<file path="src/rtl/user_ddr_strm_generator.sv">
// Bridges a user write stream and read stream onto a DDR arbiter slave port.
// Writes go through a single-beat request register; reads use credits sized to a return FIFO.
module user_ddr_strm_generator #(
   parameter int ADDR_WIDTH = 32,
   parameter int DATA_WIDTH = 256,
   parameter int BE_WIDTH   = 32,
   parameter int RD_DEPTH   = 8
) (
   input  logic                  i_clk,
   input  logic                  i_rst_n,
   input  logic                  i_wr_start,
   input  logic [ADDR_WIDTH-1:0] i_wr_base_addr,
   input  logic [31:0]           i_wr_len,
   output logic                  o_wr_done,
   input  logic                  i_rd_start,
   input  logic [ADDR_WIDTH-1:0] i_rd_base_addr,
   input  logic [31:0]           i_rd_len,
   output logic                  o_rd_done,
   input  logic                  i_wr_tvalid,
   output logic                  o_wr_tready,
   input  logic [DATA_WIDTH-1:0] i_wr_tdata,
   output logic                  o_rd_tvalid,
   input  logic                  i_rd_tready,
   output logic [DATA_WIDTH-1:0] o_rd_tdata,
   output logic                  o_ddr_wr_req,
   input  logic                  i_ddr_wr_ack,
   output logic [ADDR_WIDTH-1:0] o_ddr_wr_addr,
   output logic [DATA_WIDTH-1:0] o_ddr_wr_data,
   output logic [BE_WIDTH-1:0]   o_ddr_wr_be_n,
   output logic                  o_ddr_rd_req,
   input  logic                  i_ddr_rd_ack,
   output logic [ADDR_WIDTH-1:0] o_ddr_rd_addr,
   input  logic [DATA_WIDTH-1:0] i_ddr_rd_data,
   input  logic                  i_ddr_rd_data_valid
);
   localparam logic [ADDR_WIDTH-1:0] BEAT_BYTES = ADDR_WIDTH'(DATA_WIDTH / 8);
   localparam int PW = $clog2(RD_DEPTH);
   localparam int CW = $clog2(RD_DEPTH) + 1;

   typedef enum logic {WR_IDLE, WR_BUSY} wr_state_t;
   typedef enum logic [1:0] {RD_IDLE, RD_REQ, RD_DRAIN} rd_state_t;

   wr_state_t             wr_state, wr_state_nxt;
   logic [ADDR_WIDTH-1:0] wr_addr, wr_req_addr;
   logic [DATA_WIDTH-1:0] wr_req_data;
   logic [31:0]           wr_left;
   logic                  wr_full, wr_done, wr_ready, wr_accept, wr_hs, wr_last_hs;

   // wr_left counts beats still to be taken from the user, so an empty count
   // with a full register means the register holds the final beat.
   assign wr_hs      = wr_full && i_ddr_wr_ack;
   assign wr_last_hs = wr_hs && (wr_left == 32'd0);
   assign wr_accept  = i_wr_tvalid && wr_ready;

   always_ff @(posedge i_clk) begin
      if (!i_rst_n) wr_state <= WR_IDLE;
      else          wr_state <= wr_state_nxt;
   end

   always_comb begin
      wr_state_nxt = wr_state;
      wr_ready     = 1'b0;
      case (wr_state)
         WR_IDLE: if (i_wr_start && i_wr_len != 32'd0) wr_state_nxt = WR_BUSY;
         WR_BUSY: begin
            wr_ready = (wr_left != 32'd0) && (!wr_full || i_ddr_wr_ack);
            if (wr_last_hs) wr_state_nxt = WR_IDLE;
         end
         default: wr_state_nxt = WR_IDLE;
      endcase
   end

   always_ff @(posedge i_clk) begin
      if (!i_rst_n) begin
         wr_addr     <= '0;
         wr_req_addr <= '0;
         wr_req_data <= '0;
         wr_left     <= '0;
         wr_full     <= 1'b0;
         wr_done     <= 1'b0;
      end else begin
         wr_done <= (wr_state == WR_IDLE && i_wr_start && i_wr_len == 32'd0) || wr_last_hs;
         if (wr_state == WR_IDLE && i_wr_start) begin
            wr_addr <= i_wr_base_addr;
            wr_left <= i_wr_len;
         end
         if (wr_accept) begin
            wr_full     <= 1'b1;
            wr_req_addr <= wr_addr;
            wr_req_data <= i_wr_tdata;
            wr_addr     <= wr_addr + BEAT_BYTES;
            wr_left     <= wr_left - 32'd1;
         end else if (wr_hs) begin
            wr_full <= 1'b0;
         end
      end
   end

   assign o_wr_tready   = wr_ready;
   assign o_wr_done     = wr_done;
   assign o_ddr_wr_req  = wr_full;
   assign o_ddr_wr_addr = wr_req_addr;
   assign o_ddr_wr_data = wr_req_data;
   assign o_ddr_wr_be_n = '0;

   rd_state_t             rd_state, rd_state_nxt;
   logic [ADDR_WIDTH-1:0] rd_addr;
   logic [31:0]           rd_req_left, rd_beats_left;
   logic [CW-1:0]         rd_outst, fifo_cnt;
   logic [CW:0]           rd_credit_used;
   logic [PW-1:0]         wptr, rptr;
   logic [DATA_WIDTH-1:0] fifo_mem [RD_DEPTH];
   logic                  rd_req, rd_ack_hs, rd_push, rd_pop, rd_last_pop, rd_done;

   // Data is only accepted against an outstanding credit, which drops returns
   // belonging to a transfer abandoned by reset.
   assign rd_credit_used = {1'b0, rd_outst} + {1'b0, fifo_cnt};
   assign rd_ack_hs      = rd_req && i_ddr_rd_ack;
   assign rd_push        = i_ddr_rd_data_valid && (rd_outst != '0);
   assign rd_pop         = (fifo_cnt != '0) && i_rd_tready;
   assign rd_last_pop    = rd_pop && (rd_state == RD_DRAIN) && (rd_beats_left == 32'd1);

   always_ff @(posedge i_clk) begin
      if (!i_rst_n) rd_state <= RD_IDLE;
      else          rd_state <= rd_state_nxt;
   end

   always_comb begin
      rd_state_nxt = rd_state;
      rd_req       = 1'b0;
      case (rd_state)
         RD_IDLE: if (i_rd_start && i_rd_len != 32'd0) rd_state_nxt = RD_REQ;
         RD_REQ: begin
            rd_req = rd_credit_used < (CW+1)'(RD_DEPTH);
            if (rd_ack_hs && rd_req_left == 32'd1) rd_state_nxt = RD_DRAIN;
         end
         RD_DRAIN: if (rd_last_pop) rd_state_nxt = RD_IDLE;
         default:  rd_state_nxt = RD_IDLE;
      endcase
   end

   always_ff @(posedge i_clk) begin
      if (!i_rst_n) begin
         rd_addr       <= '0;
         rd_req_left   <= '0;
         rd_beats_left <= '0;
         rd_outst      <= '0;
         fifo_cnt      <= '0;
         wptr          <= '0;
         rptr          <= '0;
         rd_done       <= 1'b0;
      end else begin
         rd_done <= (rd_state == RD_IDLE && i_rd_start && i_rd_len == 32'd0) || rd_last_pop;
         if (rd_state == RD_IDLE && i_rd_start) begin
            rd_addr       <= i_rd_base_addr;
            rd_req_left   <= i_rd_len;
            rd_beats_left <= i_rd_len;
         end
         if (rd_ack_hs) begin
            rd_addr     <= rd_addr + BEAT_BYTES;
            rd_req_left <= rd_req_left - 32'd1;
         end
         case ({rd_ack_hs, rd_push})
            2'b10:   rd_outst <= rd_outst + CW'(1);
            2'b01:   rd_outst <= rd_outst - CW'(1);
            default: ;
         endcase
         if (rd_push) wptr <= wptr + PW'(1);
         if (rd_pop) begin
            rptr          <= rptr + PW'(1);
            rd_beats_left <= rd_beats_left - 32'd1;
         end
         case ({rd_push, rd_pop})
            2'b10:   fifo_cnt <= fifo_cnt + CW'(1);
            2'b01:   fifo_cnt <= fifo_cnt - CW'(1);
            default: ;
         endcase
      end
   end

   always_ff @(posedge i_clk) begin
      if (rd_push) fifo_mem[wptr] <= i_ddr_rd_data;
   end

   assign o_rd_tvalid   = (fifo_cnt != '0);
   assign o_rd_tdata    = (fifo_cnt != '0) ? fifo_mem[rptr] : '0;
   assign o_rd_done     = rd_done;
   assign o_ddr_rd_req  = rd_req;
   assign o_ddr_rd_addr = rd_addr;
endmodule

</file>
<file path="config.mk">
export PLATFORM = sky130hd
export DESIGN_NAME = user_ddr_strm_generator
export DESIGN_NICKNAME = d
export VERILOG_FILES = /design/src/rtl/user_ddr_strm_generator.sv
export SDC_FILE = /design/constraint.sdc
export NUM_CORES = 2
export LEC_CHECK = 0
export BUFFER_PORTS_ARGS = -buffer_cell sky130_fd_sc_hd__buf_2
export CAP_MARGIN = 10
export CELL_PAD_IN_SITES_DETAIL_PLACEMENT = 0
export CELL_PAD_IN_SITES_GLOBAL_PLACEMENT = 1
export CORE_AREA = 2 2 497 499
export CTS_BUF_LIST = sky130_fd_sc_hd__clkbuf_8 sky130_fd_sc_hd__clkbuf_16
export DETAILED_ROUTE_END_ITERATION = 10
export DIE_AREA = 0 0 499 501
export PLACE_DENSITY = 0.76
export RECOVER_POWER = 100
export SLEW_MARGIN = 20
export SYNTH_ARGS = -nofsm -noshare
export SYNTH_HDL_FRONTEND = slang
export SYNTH_SLANG_ARGS = --single-unit
</file>
<file path="constraint.sdc">
create_clock -name i_clk -period 35.7 [get_ports i_clk]
set_input_delay 5.355 -clock i_clk [delete_from_list [all_inputs] [get_ports i_clk]]
set_output_delay 5.355 -clock i_clk [all_outputs]
set_load 0.01 [all_outputs]
</file>
# --- Word level (Yosys, flattened, before mapping) ---
# Memory sizes are Yosys's and may differ from the RTL's. A register that Yosys moved wholly into a read port is not among the register bits.
# Cells that the tools add are included.
op_classes:
  addsub: 12
  magnitude_cmp: 1
  n_eq_ne: 11
  n_mux: 27
  n_bitwise: 1
  n_reduce_logical: 36
op_table:
  columns: ["cell", "count"]
  rows:
  - ["$mux W32", 9]
  - ["$mux W256", 1]
  - ["$logic_not A32 Y1", 3]
  - ["$reduce_bool A32 Y1", 3]
  - ["$sub A32 B1 Y32 const B", 3]
  - ["$add A32 B6 Y32 const B", 2]
  - ["$eq A32 B1 Y1 const B", 2]
  - ["$logic_and A1 B1 Y1", 16]
  - ["$pmux W4 S2", 2]
  - ["$reduce_bool A2 Y1", 6]
  - ["$add A4 B1 Y4 const B", 2]
  - ["$mux W1", 8]
  - ["$reduce_bool A4 Y1", 2]
  - ["$sub A4 B1 Y4 const B", 2]
  - ["$add A3 B1 Y3 const B", 2]
  - ["$eq A2 B1 Y1 const B", 3]
  - ["$eq A2 B2 Y1 const B", 3]
  - ["$mux W2", 3]
  - ["$mux W3", 2]
  - ["$ne A2 B2 Y1 const B", 3]
  - ["$pmux W2 S3", 1]
  - ["$add A4 B4 Y5", 1]
  - ["$lt A5 B4 Y1 const B", 1]
  - ["$logic_or A1 B1 Y1", 3]
  - ["5 further kinds", 5]
totals:
  ff_bits: 468
  ram_bits: 2048
  in_bits: 649
  output_inout_bits: 614
  n_memories: 1
mem_list:
  columns: ["memory", "words", "word_bits", "read_ports", "rd_ports_with_merged_regs", "wr", "line", "source"]
  rows:
  - ["fifo_mem", 8, 256, 1, 1, 1, "112", "logic [DATA_WIDTH-1:0] fifo_mem [RD_DEPTH];"]

# --- Logic depth before layout (Yosys ltp) ---
depth:
  ltp_word: 7
  ltp_mapped: 14

# --- Worst setup path before layout ---
# Ideal clock, no wire load.
synth_path:
  kind: "input to register"
  start: "in i_ddr_rd_data_valid"
  end: "mem fifo_mem[2][0] (enable)"
  arrival_ps: 24254
  required_ps: 34462
  setup_slack_ps: 10208
  stages: 4
  path_buffers: 0
  path_cell_list: "o41ai_1 > inv_1 > nand2b_1 > nor3b_1"
synth_between:
  elab_chain_len: 3
synth_lines:
  columns: ["element", "line", "source"]
  rows:
  - ["from (decl)", "34", "input logic i_ddr_rd_data_valid"]
  - ["$logic_and A1 B1 Y1", "119", "assign rd_push = i_ddr_rd_data_valid && (rd_outst != '0);"]
  - ["via rd_push", "113", "logic rd_req, rd_ack_hs, rd_push, rd_pop, rd_last_pop, rd_done;"]
  - ["$mux W1", "182", "if (rd_push) fifo_mem[wptr] <= i_ddr_rd_data;"]
  - ["$mux W1 (implied by the code)", "182", null]
  - ["to (decl)", "112", null]
# The timed path passes the listed nets, and every way through them passes these cells.

==> results by group <==
Clock tree
  – CTS resizes: 0
  – Clk root buf: clkbuf_16
  – CTS tree: done
  – CTS H-tree depth: 5
  – CTS Sinks: about 2500
  – Cts bufs inserted: roughly 280
  – CTS Buffer Depth: 4
  – Post-CTS Setup Inserts: 0
  – Worst skew pair latency: roughly 0.95 ns
  – Reg clk slew, reported paths: 0.07 ns
  – Hold bufs inserted after CTS: 0

Die
  – I/O pin total: 1263
  – Die outline area: 0.2500 mm^2
  – Core Footprint: 0.2448 mm^2
  – Die W: between 400 and 500 um
  – Starting density of the core: 39.70%
  – Row count: around 180
  – Die height: ~500 um

STA
  – Hold Fails Final Rpt: 0
  – RSZ-0062 raised after global routing: false
  – Setup TNS: 0 ns
  – Actual slew at the worst max-slew pin: 9.659 ns
  – Max transition margin: -543.9%
  – Fin crit period: 20.28 ns
  – Final Skew: 0.1315 ns
  – Final setup viols: 0
  – Fin crit share: 56.80%
  – Final Max Slew Viols: 3748
  – Fmax: 0.04931 GHz

Global routing
  – Grt ovf: 0
  – Initial antenna violation count: 150
  – GRT Total Usage: between 20 and 25%
  – Largest net degree at the start of global routing: 159
  – First-pass GRT wire length: 421000 um
  – Vias in the first global route: 57490

Detailed routing
  – DRC: 0
  – WL final: between 200000 and 300000 um
  – Via count: 58420
  – Avg WL per Cell: 28.38 um
  – Initial DRC count: between 5000 and 6000
  – Antenna Nets Post-Route: 0
  – Routed vias/inst: between 5 and 6
  – Drt pass-1 iters: 6

Hold path
  – Hold crit path type: flop to flop
  – Hold path start: o_ddr_wr_data[66]

Finish
  – Layout cell share with drive strength beyond 1: 18.32%
  – Area Growth Syn to Fin: 17.53%
  – Final #Nets: about 7800
  – Util after Layout: 46.66%
  – Footprint of the multi-input gates: 0.02476 mm^2
  – FF/Latch Area: 0.07094 mm^2
  – FILL cells: 21310

Worst setup path
  – Highest-delay cell along the critical path: clkbuf_1
  – Worst Path Required: approximately 30 ns
  – Cell mode on critical path: clkbuf_1
  – Max FO, Critical Path: 112
  – CP arrival: ~15 ns
  – Crit end category: primary output
  – Critical path class: flop to primary output
  – Startpoint Class: flop
  – Worst R2R Start: rd_outst[1]
  – CP peak stage delay: 6.69 ns
  – Crit-path cells: clkbuf_1 -> clkbuf_1 -> buf_4 -> clkbuf_1 -> mux4_2 -> mux2i_1 -> nor2_1 -> clkbuf_1

Logic synthesis
  – Largest area contributor in the netlist: edfxtp_1
  – Top cells by count, synth: edfxtp_1 (2048), nand2_1 (730), mux4_2 (512)
  – Post-synth cell types: 74
  – EDFF count, synth: ~2000
  – Seq/Total Area, Yosys: 72.98%
  – Dominant cells by area after synthesis: edfxtp_1 (63%), mux4_2 (12%), dfxtp_1 (9.7%)
  – Most numerous cell in the Yosys netlist: edfxtp_1
  – Post-Synthesis Cells: 5831
  – Synth Warn #: 0
  – Avg Cell Area, Syn: 16.67 um^2
  – Post-synth top area share: 63.27%
  – Syn Std Cell Area: 0.09719 mm^2
  – Top_reg_cell synth: edfxtp_1
  – #FFs+latches synth: 2519
  – Asr flop ratio synth: 0%

Run status
  – Outcome: finished with violations
  – Failing checks: capacitance limit, slew limit

Power
  – Leakage: 35.74 nW
  – P per Cell Area: 68.84 mW/mm^2
  – Peak supply drop: 0.05926 mV

Run
  – Max_cap viols: 65

Placement
  – Port buffer count: 1230
  – RD Place Congestion: 0.9411
  – Post-DP HPWL: 198000 um
-- flip-flops by register name, indices dropped and copies added (netlist names), named ones only --
register	cells
fifo_mem	2048
o_ddr_wr_data	256
o_ddr_rd_addr	32
o_ddr_wr_addr	32
rd_beats_left	32
rd_req_left	32
wr_addr	32
wr_left	32
fifo_cnt	4
rd_outst	4
rptr	3
wptr	3
rd_state	2
o_ddr_wr_req	1
o_rd_done	1
o_wr_done	1
wr_state	1
-- power by group --
group          internal [W]  switching (W)  total [W]
clock network       0.00163        0.00113    0.00275
registers           0.00339      0.0000702    0.00346
logic              0.000667       0.000987    0.00165
-- cell families (layout without fill, tap and decap cells) --
| logic type | after synthesis | count (layout) | share of synthesized area [%] |
|---|---|---|---|
| flops | 2519 | 2519 | 72.98 |
| simple gates | 1413 | 1413 | 6.202 |
| mux | 777 | 777 | 14.60 |
| compound gates | 680 | 680 | 4.060 |
| buf+inv | 400 | 1813 | 1.707 |
| xor+xnor | 21 | 21 | 0.1892 |
| fa+ha+maj | 20 | 20 | 0.2652 |
| other cells | 1 | 87 | 0.003858 |
-- critical path: cells and delay by family (launching register included) --
kind | cells | cell delay [ns]
buffers and inverters | 5 | 11.67
multiplexers | 2 | 1.27
flip-flops | 1 | 0.74
AND/OR/NAND/NOR | 1 | 0.14
-- per-stage QoR --
stage	instance area [um^2]	instances	setup slack [ns]	hold WS, ns	total power [W]
floorplan	97310	5862	10.21	0.4321	0.004584
global placement	106800	10020	24.00	0.4385	0.005140
detailed placement	106800	10020	23.98	0.4445	0.005160
CTS	115500	10490	23.98	0.4537	0.007911
global route	114200	10530	12.81	0.4677	0.008175
finish	114200	10550	15.42	0.4546	0.007863
-- cells in the final DEF, fill, tap and decap left out, types with 10 or more instances in the layout --
cell type	count
nand3_1	79
nor3b_1	12
a21oi_1	433
mux2i_1	263
clkinv_1	38
bufinv_16	22
dfxtp_1	469
nor3_1	50
nor4_1	36
clkbuf_1	893
conb_1	32
o311ai_0	15
a22oi_1	11
mux4_2	512
and4_1	10
xor2_1	13
inv_1	80
and3_1	24
clkinv_2	39
clkbuf_16	286
a211oi_1	17
clkbuf_8	12
buf_4	22
a31oi_1	44
o211ai_1	25
a2bb2oi_1	14
o21ai_0	52
nand2_1	730
nand4_1	32
ha_1	19
diode_2	55
buf_2	401
edfxtp_1	2048
nor2_1	368
or3_1	23
-- metal layers --
metal	wire length [um]	vias up	track usage, %
met1	111100	29820	28.37
met3	27490	700	7.461
met4	18990	114	13.63
met2	141200	2553	36.30
met5	725	-	0
li1	-	25230	-
-- cell type report --
cell class / instances / share of cell area (%)
Clock inverter: 172 / 1.205
Multi-Input combinational cell: 2943 / 21.67
Tap cell: 3220 / 3.527
Timing Repair Buffer: 1319 / 4.884
Clock buffer: 298 / 6.410
Inverter: 24 / 0.07996
Antenna cell: 55 / 0.1205
Sequential cell: 2519 / 62.10
-- worst paths after layout --
path	cells after the start	to	slack, ns
max	8	o_rd_tdata[170]	15.42
min	2	o_ddr_wr_data[66]	0.45
max reg2reg	7	fifo_mem[1][74]	22.74
min reg2reg	2	o_ddr_wr_data[66]	0.45
(Power assumes the default switching activity.)
